===== config.mk =====
export PLATFORM = sky130hd
export DESIGN_NAME = sram_access_ctrl
export DESIGN_NICKNAME = d
export VERILOG_FILES = /design/src/rtl/sram_ctrl_pkg.sv /design/src/rtl/sram_phase_timer.sv /design/src/rtl/sram_access_ctrl.sv
export SDC_FILE = /design/constraint.sdc
export NUM_CORES = 1
export LEC_CHECK = 0
export ABC_AREA = 1
export CAP_MARGIN = 40
export CORE_MARGIN = 2
export CORE_UTILIZATION = 43
export DETAILED_ROUTE_END_ITERATION = 16
export HOLD_SLACK_MARGIN = 0.12
export PLACE_DENSITY_LB_ADDON = 0.05
export SYNTH_ARGS = -nofsm -noshare
export SYNTH_HDL_FRONTEND = slang
export SYNTH_HIERARCHICAL = 1
export SYNTH_SLANG_ARGS = --single-unit

===== constraint.sdc =====
create_clock -name clk -period 2.6 [get_ports clk]
set_input_delay 0.39 -clock clk [delete_from_list [all_inputs] [get_ports clk]]
set_output_delay 0.39 -clock clk [all_outputs]
set_load 0.02 [all_outputs]

===== src/rtl/sram_ctrl_pkg.sv =====
// rtl/sram_ctrl_pkg.sv - FSM state type, default sizes/timing and timer width helper for the SRAM access controller
package sram_ctrl_pkg;

  localparam int DEF_ROW_ADDR_WIDTH = 4;
  localparam int DEF_COL_ADDR_WIDTH = 4;
  localparam int DEF_DATA_WIDTH     = 8;
  localparam int DEF_PRE_CYCLES     = 1;
  localparam int DEF_ACC_CYCLES     = 2;

  typedef enum logic [2:0] {
    ST_IDLE      = 3'd0,
    ST_PRECHARGE = 3'd1,
    ST_ACCESS    = 3'd2,
    ST_SENSE     = 3'd3,
    ST_DONE      = 3'd4
  } sram_state_e;

  // Counter width big enough for the longer of the two timed phases.
  function automatic int timer_width(input int pre_cycles, input int acc_cycles);
    int longest;
    longest = (pre_cycles > acc_cycles) ? pre_cycles : acc_cycles;
    return $clog2(longest) + 1;
  endfunction

endpackage


===== src/rtl/sram_phase_timer.sv =====
// rtl/sram_phase_timer.sv - loadable down-counter that flags the last cycle of a timed array phase
module sram_phase_timer
  import sram_ctrl_pkg::*;
#(
  parameter int CNT_W = timer_width(DEF_PRE_CYCLES, DEF_ACC_CYCLES)
) (
  input  logic             clk,
  input  logic             rst,
  input  logic             i_load,
  input  logic [CNT_W-1:0] i_load_val,
  output logic             o_done
);

  logic [CNT_W-1:0] r_cnt;

  // Load phase length minus one on phase entry, then count down and park at zero.
  always_ff @(posedge clk) begin
    if (rst) begin
      r_cnt <= '0;
    end else if (i_load) begin
      r_cnt <= i_load_val;
    end else if (r_cnt != '0) begin
      r_cnt <= r_cnt - 1'b1;
    end
  end

  assign o_done = (r_cnt == '0);

endmodule


===== src/rtl/sram_access_ctrl.sv =====
// rtl/sram_access_ctrl.sv - single-request SRAM array sequencer (precharge/access/sense); optional SRAM_CTRL_PARITY_EN
module sram_access_ctrl
  import sram_ctrl_pkg::*;
#(
  parameter int ROW_ADDR_WIDTH = DEF_ROW_ADDR_WIDTH,
  parameter int COL_ADDR_WIDTH = DEF_COL_ADDR_WIDTH,
  parameter int DATA_WIDTH     = DEF_DATA_WIDTH,
  parameter int PRE_CYCLES     = DEF_PRE_CYCLES,
  parameter int ACC_CYCLES     = DEF_ACC_CYCLES
) (
  input  logic                                   clk,
  input  logic                                   rst,
  input  logic                                   req_valid,
  output logic                                   req_ready,
  input  logic                                   req_we,
  input  logic [ROW_ADDR_WIDTH+COL_ADDR_WIDTH-1:0] req_addr,
  input  logic [DATA_WIDTH-1:0]                  req_wdata,
  output logic [ROW_ADDR_WIDTH-1:0]              row_addr,
  output logic [COL_ADDR_WIDTH-1:0]              col_addr,
  output logic                                   row_en,
  output logic                                   col_en,
  output logic                                   precharge_en,
  output logic                                   write_en,
  output logic                                   sense_en,
`ifdef SRAM_CTRL_PARITY_EN
  output logic [DATA_WIDTH:0]                    bl_wdata,
  input  logic [DATA_WIDTH:0]                    bl_rdata,
`else
  output logic [DATA_WIDTH-1:0]                  bl_wdata,
  input  logic [DATA_WIDTH-1:0]                  bl_rdata,
`endif
  output logic                                   rsp_valid,
`ifdef SRAM_CTRL_PARITY_EN
  output logic                                   rsp_perr,
`endif
  output logic [DATA_WIDTH-1:0]                  rsp_rdata
);

  localparam int ADDR_W = ROW_ADDR_WIDTH + COL_ADDR_WIDTH;
  localparam int CNT_W  = timer_width(PRE_CYCLES, ACC_CYCLES);
`ifdef SRAM_CTRL_PARITY_EN
  localparam int BL_W   = DATA_WIDTH + 1;
`else
  localparam int BL_W   = DATA_WIDTH;
`endif
  localparam logic [CNT_W-1:0] PRE_LOAD = CNT_W'(PRE_CYCLES - 1);
  localparam logic [CNT_W-1:0] ACC_LOAD = CNT_W'(ACC_CYCLES - 1);

  sram_state_e               r_state;
  sram_state_e               w_next_state;
  logic                      r_we;
  logic [ROW_ADDR_WIDTH-1:0] r_row_addr;
  logic [COL_ADDR_WIDTH-1:0] r_col_addr;
  logic [BL_W-1:0]           r_bl_wdata;
  logic [DATA_WIDTH-1:0]     r_rsp_rdata;
  logic                      w_accept;
  logic                      w_load;
  logic [CNT_W-1:0]          w_load_val;
  logic                      w_phase_done;
`ifdef SRAM_CTRL_PARITY_EN
  logic                      r_perr;
`endif

  assign w_accept = req_valid & req_ready;

  sram_phase_timer #(
    .CNT_W (CNT_W)
  ) u_timer (
    .clk        (clk),
    .rst        (rst),
    .i_load     (w_load),
    .i_load_val (w_load_val),
    .o_done     (w_phase_done)
  );

  // State register; reset aborts whatever access is in flight.
  always_ff @(posedge clk) begin
    if (rst) begin
      r_state <= ST_IDLE;
    end else begin
      r_state <= w_next_state;
    end
  end

  // Next-state logic and phase timer loading on entry to each timed phase.
  always_comb begin
    w_next_state = r_state;
    w_load       = 1'b0;
    w_load_val   = '0;
    case (r_state)
      ST_IDLE: begin
        if (w_accept) begin
          w_next_state = ST_PRECHARGE;
          w_load       = 1'b1;
          w_load_val   = PRE_LOAD;
        end
      end
      ST_PRECHARGE: begin
        if (w_phase_done) begin
          w_next_state = ST_ACCESS;
          w_load       = 1'b1;
          w_load_val   = ACC_LOAD;
        end
      end
      ST_ACCESS: begin
        if (w_phase_done) begin
          w_next_state = r_we ? ST_DONE : ST_SENSE;
        end
      end
      ST_SENSE: w_next_state = ST_DONE;
      ST_DONE:  w_next_state = ST_IDLE;
      default:  w_next_state = ST_IDLE;
    endcase
  end

  // Request latch at accept and sense-amp capture at the end of the SENSE cycle.
  always_ff @(posedge clk) begin
    if (rst) begin
      r_we        <= 1'b0;
      r_row_addr  <= '0;
      r_col_addr  <= '0;
      r_bl_wdata  <= '0;
      r_rsp_rdata <= '0;
`ifdef SRAM_CTRL_PARITY_EN
      r_perr      <= 1'b0;
`endif
    end else begin
      if (w_accept) begin
        r_we       <= req_we;
        r_row_addr <= req_addr[ADDR_W-1:COL_ADDR_WIDTH];
        r_col_addr <= req_addr[COL_ADDR_WIDTH-1:0];
`ifdef SRAM_CTRL_PARITY_EN
        r_bl_wdata <= {^req_wdata, req_wdata};
        r_perr     <= 1'b0;
`else
        r_bl_wdata <= req_wdata;
`endif
      end
      if (r_state == ST_SENSE) begin
        r_rsp_rdata <= bl_rdata[DATA_WIDTH-1:0];
`ifdef SRAM_CTRL_PARITY_EN
        r_perr      <= bl_rdata[DATA_WIDTH] ^ (^bl_rdata[DATA_WIDTH-1:0]);
`endif
      end
    end
  end

  // Strobes are pure functions of the phase, so precharge and row/col can never overlap.
  assign req_ready    = (r_state == ST_IDLE);
  assign precharge_en = (r_state == ST_PRECHARGE);
  assign row_en       = (r_state == ST_ACCESS);
  assign col_en       = (r_state == ST_ACCESS);
  assign write_en     = (r_state == ST_ACCESS) & r_we;
  assign sense_en     = (r_state == ST_SENSE);
  assign rsp_valid    = (r_state == ST_DONE);
  assign row_addr     = r_row_addr;
  assign col_addr     = r_col_addr;
  assign bl_wdata     = r_bl_wdata;
  assign rsp_rdata    = r_rsp_rdata;
`ifdef SRAM_CTRL_PARITY_EN
  assign rsp_perr     = r_perr & (r_state == ST_DONE);
`endif

endmodule


==> results of run 1 <==
[sequential cells by signal, indices dropped and copies added, names as in the netlist]
signal and cells:
bl_wdata 8, col_addr 4, r_state 3, r_we 1, row_addr 4, rsp_rdata 8, u_timer/r_cnt 2
[kinds of logic (layout without fill, tap and decap cells)]
kind of cell             Yosys count  count (layout)  synth area share (%)
other                              1               1                 0.293
AND/OR/NAND/NOR                   80              80                  29.8
flip-flops                        30              30                  46.9
adder cells (fa/ha/maj)            1               1                 0.977
buffers and inverters             23              85                  8.89
AO/OA/AOI/OAI                     33              33                  13.1
[layout make-up]
cell class | count | area, um^2 | area share, %
clock inverter | 1 | 5.00 | 0.260
inverter | 16 | 60.1 | 3.11
tap | 31 | 38.8 | 2.01
multi-input combinational | 115 | 566 | 29.3
clock buffer | 7 | 55.1 | 2.86
sequential | 30 | 601 | 31.1
timing repair buffer | 61 | 603 | 31.3
[worst max path at each step]
stage	to	cells past startpoint	startpoint
final	sense_en	5	r_state[1]$_SDFFE_PP0P_
after global routing	sense_en	5	r_state[1]$_SDFFE_PP0P_
after CTS	sense_en	5	r_state[1]$_SDFFE_PP0P_
after detailed placement	sense_en	5	r_state[1]$_SDFFE_PP0P_
after global placement	sense_en	5	r_state[1]$_SDFFE_PP0P_
after floorplan	u_timer/r_cnt[1]$_SDFFE_PP0P_	7	r_state[2]$_SDFFE_PP0P_
[power groups by stage]
| stage | clock, mW | combinational [mW] | sequential [mW] |
|---|---|---|---|
| 4_1_cts | 0.295 | 0.975 | 0.639 |
| 3_5_place_dp | 0 | 0.970 | 0.649 |
| 5_1_grt | 0.314 | 1.08 | 0.653 |
| 2_1_floorplan | 0 | 0.570 | 0.722 |
| 3_3_place_gp | 0 | 0.930 | 0.642 |
| 6_report | 0.286 | 0.971 | 0.639 |
[worst register-to-register path, stage by stage (launching register included)]
cell and delay, ns:
sky130_fd_sc_hd__dfxtp_1 0.38, sky130_fd_sc_hd__nor3_4 0.22, sky130_fd_sc_hd__buf_4 0.28, sky130_fd_sc_hd__nand2_4 0.19
sky130_fd_sc_hd__o21ai_1 0.16, sky130_fd_sc_hd__inv_1 0.09, sky130_fd_sc_hd__o21ai_0 0.18, sky130_fd_sc_hd__a21oi_1 0.05
[synth_stat cells, drive strengths merged]
master / number
nand3: 21
or2: 1
nor3: 3
a21oi: 20
conb: 1
clkbuf: 2
buf: 5
o21ai: 12
o211ai: 1
inv: 16
nor2: 24
ha: 1
nand2: 31
dfxtp: 30
[per-stage QoR]
| step | setup WS [ns] | area [um^2] | instances | hold WS [ns] |
|---|---|---|---|---|
| 2_1_floorplan | 1.14 | 1280 | 168 | 0.449 |
| 3_3_place_gp | 0.701 | 1870 | 253 | 0.448 |
| 3_5_place_dp | 0.633 | 1870 | 253 | 0.456 |
| 4_1_cts | 0.262 | 1930 | 261 | 0.470 |
| 5_1_grt | 0.162 | 1930 | 261 | 0.484 |
| 6_report | 0.267 | 1930 | 261 | 0.466 |
[metal layers]
| layer | vias up | part of all wire [%] |
|---|---|---|
| met5 | - | 0 |
| met4 | 0 | 0.97 |
| met3 | 4 | 8.4 |
| met2 | 46 | 50 |
| met1 | 614 | 41 |
| li1 | 667 | - |
==> flow_summary.rst, run 1 <==
.. list-table::
   :header-rows: 1

   * - Metric
     - Value
   * - Crit path launch type
     - flip-flop
   * - Number of filler cells placed in the layout
     - 250
   * - Post-Route WL
     - roughly 3.2 mm
   * - Layout cell share with drive strength beyond 1
     - a little under a tenth
   * - Final Setup Violations
     - 0
   * - Vias in the first global route
     - roughly 1200
   * - Crit-path most repeated cell
     - sky130_fd_sc_hd__inv_2
   * - Register area share after synthesis
     - around 47%
   * - Worst min-delay path endpoint
     - row_addr[1]$_SDFFE_PP0P_
   * - Met3 track utilization from global routing
     - roughly 8.4%
   * - Post-cts repair resize count
     - 0
   * - Period minus WS final
     - 2.33 ns
   * - Largest buffer count on any clock path
     - 2
   * - ANT cells
     - 0
   * - Worst hold-check path type
     - reg2reg
   * - Total die area
     - roughly 3400 um^2
   * - Die span in y
     - between 50 and 60 um
   * - Area added between synthesis and finish
     - 50.6%
   * - Most Crowded Layer GR
     - met2
   * - I/O pins
     - 59
   * - Number of cells traversed by the worst hold path
     - 2
   * - Biggest cell delay along the critical path
     - between 0.6 and 0.7 ns
   * - Total leakage power
     - 0.772 nW
   * - Largest cells by area after synthesis
     - sky130_fd_sc_hd__dfxtp_1 47%, sky130_fd_sc_hd__nand2_1 8.5%, sky130_fd_sc_hd__a21oi_1 7.8%
   * - Standard cell core area
     - around 2800 um^2
   * - Met1 usage in global routing
     - between 20% and 30%
   * - Mapped Nets
     - approximately 200
   * - Largest delay share family, worst path
     - buffers and inverters
   * - Cts bufs inserted
     - 5
   * - Total of buffers placed on input and output ports
     - 58
   * - Initial antenna violation count
     - 0
   * - Cells along the critical path
     - inv_2, nor2_2, nand2_2, inv_2, clkdlybuf4s50_1
   * - Mean instance size in the synthesized netlist
     - 7.62 um^2
   * - F_max
     - around 0.43 GHz
   * - ANT nets after route
     - 0
   * - First-pass GRT wire length
     - between 5 and 6 mm
   * - Final hold violation count
     - 0
   * - Largest driver fanout on the critical path
     - 10
   * - Total number of vias
     - 1331
   * - Synthesis-stage register bit count
     - 30
   * - Horizontal die dimension
     - just under 60 um
   * - Total of hold buffers inserted after clock tree synthesis
     - 0
   * - Met2 GRT Util
     - about 34%
   * - Most common cell after layout, fill and taps aside
     - sky130_fd_sc_hd__clkdlybuf4s50_1
   * - Slack of the worst reg-to-reg path
     - 0.95 ns
   * - Number of distinct standard cells referenced by the synthesized netlist
     - 24
   * - Total Nets Final
     - around 260
   * - Highest ir drop seen on vdd
     - ~0.00084 V
   * - Cell type of the slowest stage on the worst timing path
     - sky130_fd_sc_hd__clkdlybuf4s50_1
   * - Internal power of the cells
     - 1.09 mW
   * - Number of DRC violations after detailed routing
     - 0
   * - Largest area contributor in the synthesized netlist
     - sky130_fd_sc_hd__dfxtp_1
   * - PwrDens
     - 984 nW/um^2
   * - GRT Total Usage
     - between 20 and 25%
   * - Final Max Tran Viols
     - 0
   * - Std-Cell Rows
     - 19
   * - TritonCTS sink count
     - 30
   * - Clock-pin transition on the worst setup and hold timing paths
     - roughly 0.09 ns
   * - CP required
     - about 2.2 ns
   * - Fraction of post-synthesis cell area in the top cell type by area
     - 46.9%
   * - Commonest non-fill, non-tap cells in the layout
     - 58 x sky130_fd_sc_hd__clkdlybuf4s50_1, 30 x sky130_fd_sc_hd__dfxtp_1, 29 x sky130_fd_sc_hd__nand2_1, 23 x sky130_fd_sc_hd__nor2_1, 20 x sky130_fd_sc_hd__a21oi_1
   * - Start point of the worst hold path
     - row_addr[1]$_SDFFE_PP0P_
   * - Source of the worst register-to-register timing path
     - r_state[2]$_SDFFE_PP0P_
   * - Count of TritonRoute iterations in the first routing pass
     - 4
   * - Global route total overflow
     - 0
   * - Half-perimeter wire length after detailed placement
     - roughly 2.4 mm
   * - Combinational group share of total power
     - between 50% and 60%
   * - Number of DRC markers after the initial detailed-route iteration
     - 50
   * - Worst-case clock skew
     - between 0.002 and 0.0025 ns
   * - NetSw
     - ~800 uW
   * - Starting utilization of the core area
     - 46.0%
   * - Area of the mapped netlist
     - about 1300 um^2
   * - Final core occ
     - approximately 69%
   * - H-Tree Level Count
     - 2
   * - Total of warnings raised by yosys
     - 6
   * - Worst Reg-to-Reg Cells
     - 7
   * - Wire per inst
     - around 12 um
   * - CP Capture Type
     - output pin
   * - Final estimated routing congestion in global placement
     - 0.846
   * - Count of buffering cells on the critical path with inverters included
     - 3
   * - Maximum number of pins on one net before global-route repair
     - 21
   * - Max cap viols
     - 0
   * - CTS tree
     - built
   * - Instance count of the mapped netlist
     - approximately 170
   * - Share of the cycle needed by the critical path after routing
     - 89.7%
   * - Number of buffers inserted by post-CTS setup repair
     - 0
   * - Clock Latency Late Sink
     - 0.32 ns
   * - Clock root cell
     - sky130_fd_sc_hd__clkbuf_4
   * - Accumulated negative setup slack
     - 0 ns
   * - Reg2Reg Capture Point
     - u_timer/r_cnt[0]$_SDFFE_PP0P_
   * - Setup CP Type
     - reg2out
   * - Clock power frac
     - ~15%
   * - Switching share of power
     - a little over two fifths
   * - Sequential power share
     - around a third
   * - Outcome
     - finished clean
   * - Setup repair after global routing missed its margin
     - no
   * - Tot Pwr
     - 1.90 mW
   * - Post-detailed-route via-to-cell ratio
     - slightly above 5
   * - Data arrival, critical path
     - 1.94 ns
No activity file was read; power rests on OpenSTA's default activity.
==> inputs of run 2 (changes only) <==
SETUP_SLACK_MARGIN = 0.1   (was default)
SKIP_CTS_REPAIR_TIMING = 1   (was default)
==> results of run 2 <==
The final DEF is identical to that of run 1; final timing and power are the same.
